**src/rtl/tow_pkg.sv**
```systemverilog
// Shared constants for the tug-of-war game: CPU opponent FSM encoding, LFSR taps,
// difficulty levels and the reaction-delay helper.
package tow_pkg;

    localparam int CNT_W = 12;

    localparam logic [2:0] ST_IDLE  = 3'd0;
    localparam logic [2:0] ST_ARMED = 3'd1;
    localparam logic [2:0] ST_WAIT  = 3'd2;
    localparam logic [2:0] ST_PRESS = 3'd3;
    localparam logic [2:0] ST_DONE  = 3'd4;

    localparam logic [15:0] LFSR_MASK = 16'hB400;

    localparam logic [1:0] DIFF_EASY   = 2'd0;
    localparam logic [1:0] DIFF_MEDIUM = 2'd1;
    localparam logic [1:0] DIFF_TRICKY = 2'd2;
    localparam logic [1:0] DIFF_HARD   = 2'd3;

    // Harder levels shrink both the base delay and the jitter span.
    function automatic logic [CNT_W-1:0] reaction_delay(
        input logic [7:0] base,
        input logic [1:0] diff,
        input logic [7:0] rnd,
        input logic       jitter_en
    );
        logic [CNT_W-1:0] scaled;
        logic [CNT_W-1:0] jitter;
        scaled = CNT_W'(base) << (2'd3 - diff);
        jitter = jitter_en ? CNT_W'(rnd >> diff) : '0;
        return scaled + jitter;
    endfunction

endpackage

```
**src/rtl/lfsr16.sv**
```systemverilog
// Free-running 16-bit Galois LFSR; also intended as the noise source for audio.
module lfsr16
    import tow_pkg::*;
#(
    parameter logic [15:0] SEED = 16'hACE1
) (
    input  logic        clk,
    input  logic        rst,
    output logic [15:0] value
);

    // An all-zero state would lock the register up, so a zero seed becomes 1.
    localparam logic [15:0] SEED_EFF = (SEED == 16'h0000) ? 16'h0001 : SEED;

    // NOTE: registered state uses non-blocking assignments so every flop samples
    // pre-edge values regardless of block ordering.
    always_ff @(posedge clk) begin
        if (!rst) begin
            value <= SEED_EFF;
        end else begin
            value <= {1'b0, value[15:1]} ^ (value[0] ? LFSR_MASK : 16'h0000);
        end
    end

endmodule

```
**src/rtl/cpu_player.sv**
```systemverilog
// Computer opponent: on the lights-on cue, waits a difficulty-scaled pseudo-random
// delay and then emits a human-shaped press pulse for the right-player button.
module cpu_player
    import tow_pkg::*;
#(
    parameter int unsigned BASE_DELAY  = 20,
    parameter int unsigned HOLD_CYCLES = 4,
    parameter logic [15:0] LFSR_SEED   = 16'hACE1,
    parameter int unsigned RANDOM_EN   = 1
) (
    input  logic       clk,
    input  logic       rst,
    input  logic       enable,
    input  logic [1:0] difficulty,
    input  logic       leds_on,
    input  logic       clr,
    output logic       press,
    output logic       busy,
    output logic [7:0] press_count
);

    localparam logic [7:0] BASE8   = 8'(BASE_DELAY);
    localparam logic [3:0] HOLD_M1 = 4'(HOLD_CYCLES - 1);
    localparam logic       JIT_EN  = (RANDOM_EN != 0);

    logic [15:0]      lfsr_value;
    logic             lfsr_unused;
    logic [2:0]       state, state_nx;
    logic [CNT_W-1:0] cnt, cnt_nx;
    logic [3:0]       hcnt, hcnt_nx;
    logic             press_nx;
    logic [7:0]       count_nx;
    logic             leds_on_q;
    logic             rise;

    lfsr16 #(.SEED(LFSR_SEED)) u_lfsr (
        .clk   (clk),
        .rst   (rst),
        .value (lfsr_value)
    );

    assign lfsr_unused = ^lfsr_value[15:8];
    assign rise        = leds_on & ~leds_on_q;

    // NOTE: every output of this block gets a default first, so no path can
    // leave a variable unassigned and infer a latch.
    always_comb begin
        state_nx = state;
        cnt_nx   = cnt;
        hcnt_nx  = hcnt;
        press_nx = press;
        count_nx = press_count;
        if (!enable) begin
            state_nx = ST_IDLE;
            press_nx = 1'b0;
        end else begin
            case (state)
                ST_IDLE: state_nx = ST_ARMED;
                ST_ARMED: begin
                    if (rise && !clr) begin
                        state_nx = ST_WAIT;
                        cnt_nx   = reaction_delay(BASE8, difficulty, lfsr_value[7:0], JIT_EN);
                    end
                end
                // Lights going out while waiting means the human already won.
                ST_WAIT: begin
                    if (clr || !leds_on) begin
                        state_nx = ST_ARMED;
                    end else if (cnt == '0) begin
                        state_nx = ST_PRESS;
                        hcnt_nx  = HOLD_M1;
                        press_nx = 1'b1;
                    end else begin
                        cnt_nx = cnt - 1'b1;
                    end
                end
                ST_PRESS: begin
                    if (clr) begin
                        state_nx = ST_ARMED;
                        press_nx = 1'b0;
                    end else if (hcnt == 4'd0) begin
                        state_nx = ST_DONE;
                        press_nx = 1'b0;
                        if (press_count != 8'hFF) count_nx = press_count + 8'd1;
                    end else begin
                        hcnt_nx = hcnt - 4'd1;
                    end
                end
                ST_DONE: begin
                    if (!leds_on) state_nx = ST_ARMED;
                end
                default: begin
                    state_nx = ST_IDLE;
                    press_nx = 1'b0;
                end
            endcase
        end
    end

    always_ff @(posedge clk) begin
        if (!rst) begin
            state       <= ST_IDLE;
            cnt         <= '0;
            hcnt        <= 4'd0;
            press       <= 1'b0;
            busy        <= 1'b0;
            press_count <= 8'd0;
            leds_on_q   <= 1'b0;
        end else begin
            state       <= state_nx;
            cnt         <= cnt_nx;
            hcnt        <= hcnt_nx;
            press       <= press_nx;
            busy        <= (state_nx == ST_WAIT) || (state_nx == ST_PRESS);
            press_count <= count_nx;
            leds_on_q   <= leds_on;
        end
    end

endmodule

```
**config.mk**
```make
export PLATFORM = sky130hd
export DESIGN_NAME = cpu_player
export DESIGN_NICKNAME = d
export VERILOG_FILES = /design/src/rtl/tow_pkg.sv /design/src/rtl/lfsr16.sv /design/src/rtl/cpu_player.sv
export SDC_FILE = /design/constraint.sdc
export NUM_CORES = 1
export LEC_CHECK = 0
export CAP_MARGIN = 10
export CORE_ASPECT_RATIO = 0.8
export CORE_MARGIN = 10
export CORE_UTILIZATION = 56
export DETAILED_ROUTE_END_ITERATION = 7
export PLACE_DENSITY = 0.78
export SLEW_MARGIN = 20
export SYNTH_ARGS = -nofsm -noshare
export SYNTH_HDL_FRONTEND = slang
export SYNTH_SLANG_ARGS = --single-unit
```
**constraint.sdc**
```tcl
create_clock -name clk -period 4.88 [get_ports clk]
set_input_delay 1.464 -clock clk [delete_from_list [all_inputs] [get_ports clk]]
set_output_delay 1.464 -clock clk [all_outputs]
set_load 0.005 [all_outputs]
```
==> impl_metrics.toml <==
[outcome]
status = "finished, final reports clean"

[worst_hold_path]
hold_start = "u_lfsr.value[8]$_SDFF_PN0_"
min_path_cells = 1
holdCritPathClass = "reg2reg"
holdPathEnd = "u_lfsr.value[7]$_SDFF_PN1_"

[routing]
detail_route.drc_violations = 0
dr.pass1.iters = 4
post_dr_wirelength_cell_um = 15.1
drt-total-wl_um = 5660
final_antenna_net_count = 0
vias_per_cell = 5.93
route.vias.total = 2223
drt_iter0_drc = 132

[logic_synthesis]
synth.most_common_cell = "sky130_fd_sc_hd__dfxtp_1"
synth.distinct_cells = 62
synthesis.area_sq_um = 2620
sequential_cell_area_fraction_in_the_yosys_report_pct = 35.1
ys_top_cells_by_area = "sky130_fd_sc_hd__dfxtp_1 35%, sky130_fd_sc_hd__ha_1 4.8%, sky130_fd_sc_hd__o21ai_0 4.6%"
synthesis.nets = 320
register_bit_total_from_synthesis = 46
synth_edf_count = 0
synth_async_sr_flop_share_pct = 0
yosysWarnings = 0
syn_area_per_cell_sq_um = 8.68
ys_dominant_reg_cell = "sky130_fd_sc_hd__dfxtp_1"
synth.top_cell.area_share_pct = 35.1
synth_top_area_cell = "sky130_fd_sc_hd__dfxtp_1"
netlist_instances = 302
synth.top_cells.by_count = "46 x sky130_fd_sc_hd__dfxtp_1, 24 x sky130_fd_sc_hd__nand2_1, 24 x sky130_fd_sc_hd__o21ai_0"

[clock_tree]
cts_tree = "done"
cts_inserted_buffers = 5
cts.root.buffer_cell = "sky130_fd_sc_hd__clkbuf_8"
cts.path.max_buffers = 2
post_cts_resize_count = 0
post_cts.repair.setup_buffers = 0
cts_max_level = 2
clk_latency_ns = 0.30
cts_stage_hold_buffer_count = 0
cts_num_sinks = 46
clkSlewWorstSetupHoldPaths_ns = 0.08

[critical_path]
crit-reg2reg-capture = "cnt[3]$_SDFFE_PN0P_"
critical_path_peak_fanout = 14
timing.critical_path.slowest_stage_cell = "sky130_fd_sc_hd__mux4_2"
critical_path_required_ns = 5.04
path_cells = "clkdlybuf4s50_1, buf_4, mux4_2, ha_1, fa_1, a211oi_1, nor2_1, o21ai_0, a32o_1, a221oi_2"
crit_type = "in2reg"
reg2reg_from = "state[1]$_SDFF_PN0_"
ff2ff_setup_slack_ns = 2.21
setup.worst_path.end_class = "flop"
critical_path.max_stage_delay_ns = 0.51
r2r_depth = 5
worst_ep_arrival_time_ns = 4.01
crit_path_start_kind = "primary input"

[global_route]
grt_max_degree = 34
first_global_vias = 2188
gr-usage-all-layers_pct = 15.3
gr-total-overflow = 0
grt_pass1_wl_um = 9800
initial_antenna_violation_count = 0

[power_and_ir_drop]
power_leakage_uw = 0.00111
ir_drop_mv = 0.285
pwr_density_cell_nw_per_um2 = 284

[timing]
final_hold_viol_count = 0
report.final.slew_viol_count = 0
tightest_slew_ns = 0.955
setup_total_negative_slack_ns = 0
worst_slack_ns = 1.03
finalCriticalPeriod_ns = 3.85
rsz0062_at_grt = "no"
fin_skew_ns = 0.00605
fmax_mhz = 260
slew_headroom_pct = 36.0
setup_viol = 0
finalCritPeriodShare_pct = 79.0

[finish]
antenna_cells = 0
fin_area_sq_um = 2950
layout-drive-gt1-share_pct = 8.89
synthToLayoutAreaGrowth_pct = 12.5
final_net_count = 332
layoutNonFillerInstCount = 375
layout.core_utilization_pct = 64.5

[placed_design]
place_area_sq_um = 2810
portBuffers = 16
post-dp-hpwl_um = 3930
globalplace.congestion = 0.809
pre_cts_slack_ns = 0.734
dpl.cell_count = 367

[die]
chip_width_um = 96.5
fp-row-count = 22
pin_count = 17
start_util_pct = 57.4
floorplan.die.height_um = 81.2
core-area_sq_um = 4570
fp.dieArea_sq_um = 7830

[flow_run]
max_capacitance_violation_total = 0
## final cells by class
type                    instances  area (sq um)
clock inverters                 3          68.8
clock buffers                   5          68.8
flip-flops and latches         46           921
inverters                      13          48.8
repair buffers                 18           175
multi-input cells             230          1590
well taps                      60          75.1
fillers                       409          1620
## metal layers
layer | global-route usage (%) | up-vias | wire length [um]
met4 | 5.36 | 0 | 91
met2 | 24.5 | 65 | 2540
met3 | 3.87 | 13 | 349
met1 | 19.5 | 1025 | 2680
li1 | - | 1120 | -
met5 | 0 | - | 0
## registers in the layout, indices dropped and copies added, names as in the netlist
signal        cells
u_lfsr.value     16
cnt              12
press_count       8
hcnt              4
state             3
busy              1
leds_on_q         1
press             1
## power breakdown
part	switching [uW]	total (uW)	internal (uW)
clock network	134	339	205
logic	56.0	102	45.9
registers	8.74	395	386
total	199	836	638
## critical path: cells and delay by family
kind,cells,cell delay [ns]
muxes,1,0.51
AOI/OAI and AO/OA,4,0.63
adders and majority gates,2,0.66
and+or+nand+nor,1,0.08
buffers and inverters,2,0.65
## cells by family (layout without fill, tap and decap cells)
group                      count (synthesis)  after routing  synth area share, %
and+or+nand+nor                          123            123                 26.5
AOI/OAI and AO/OA                         78             78                 20.7
DFF                                       46             46                 35.1
buffers and inverters                     26             39                 4.20
adders and majority gates                 11             11                 5.54
muxes                                     10             10                 5.25
xor gates and xnor gates                   8              8                 2.67
## worst max path at each step
stage,startpoint,endpoint,depth (start not counted)
after global placement,difficulty[0],cnt[8]$_SDFFE_PN0P_,10
after detailed placement,difficulty[0],cnt[8]$_SDFFE_PN0P_,10
final,difficulty[0],cnt[8]$_SDFFE_PN0P_,10
after global routing,difficulty[0],cnt[8]$_SDFFE_PN0P_,10
after CTS,difficulty[0],cnt[8]$_SDFFE_PN0P_,10
after floorplan,difficulty[1],cnt[8]$_SDFFE_PN0P_,9
## metrics by stage
| step | hold slack [ns] | total power (uW) |
|---|---|---|
| 6_report | 0.423 | 836 |
| 5_1_grt | 0.450 | 865 |
| 4_1_cts | 0.430 | 840 |
| 3_5_place_dp | 0.405 | 504 |
| 3_3_place_gp | 0.397 | 501 |
| 2_1_floorplan | 0.386 | 478 |
## cell usage in the layout (no fill, tap or decap), types with 8 or more instances in the layout
| cell type | Yosys | routed |
|---|---|---|
| sky130_fd_sc_hd__nor2_1 | 23 | 23 |
| sky130_fd_sc_hd__nor3_1 | 8 | 8 |
| sky130_fd_sc_hd__and2_1 | 11 | 11 |
| sky130_fd_sc_hd__clkdlybuf4s50_1 | 0 | 16 |
| sky130_fd_sc_hd__o21ai_0 | 24 | 24 |
| sky130_fd_sc_hd__inv_1 | 13 | 13 |
| sky130_fd_sc_hd__a21oi_1 | 13 | 13 |
| sky130_fd_sc_hd__nand2b_1 | 10 | 10 |
| sky130_fd_sc_hd__dfxtp_1 | 46 | 46 |
| sky130_fd_sc_hd__a211oi_1 | 10 | 10 |
| sky130_fd_sc_hd__nand2_1 | 24 | 24 |
| sky130_fd_sc_hd__xnor2_1 | 8 | 8 |
| sky130_fd_sc_hd__ha_1 | 10 | 10 |
Note: power is estimated with default switching activity, not from simulation.
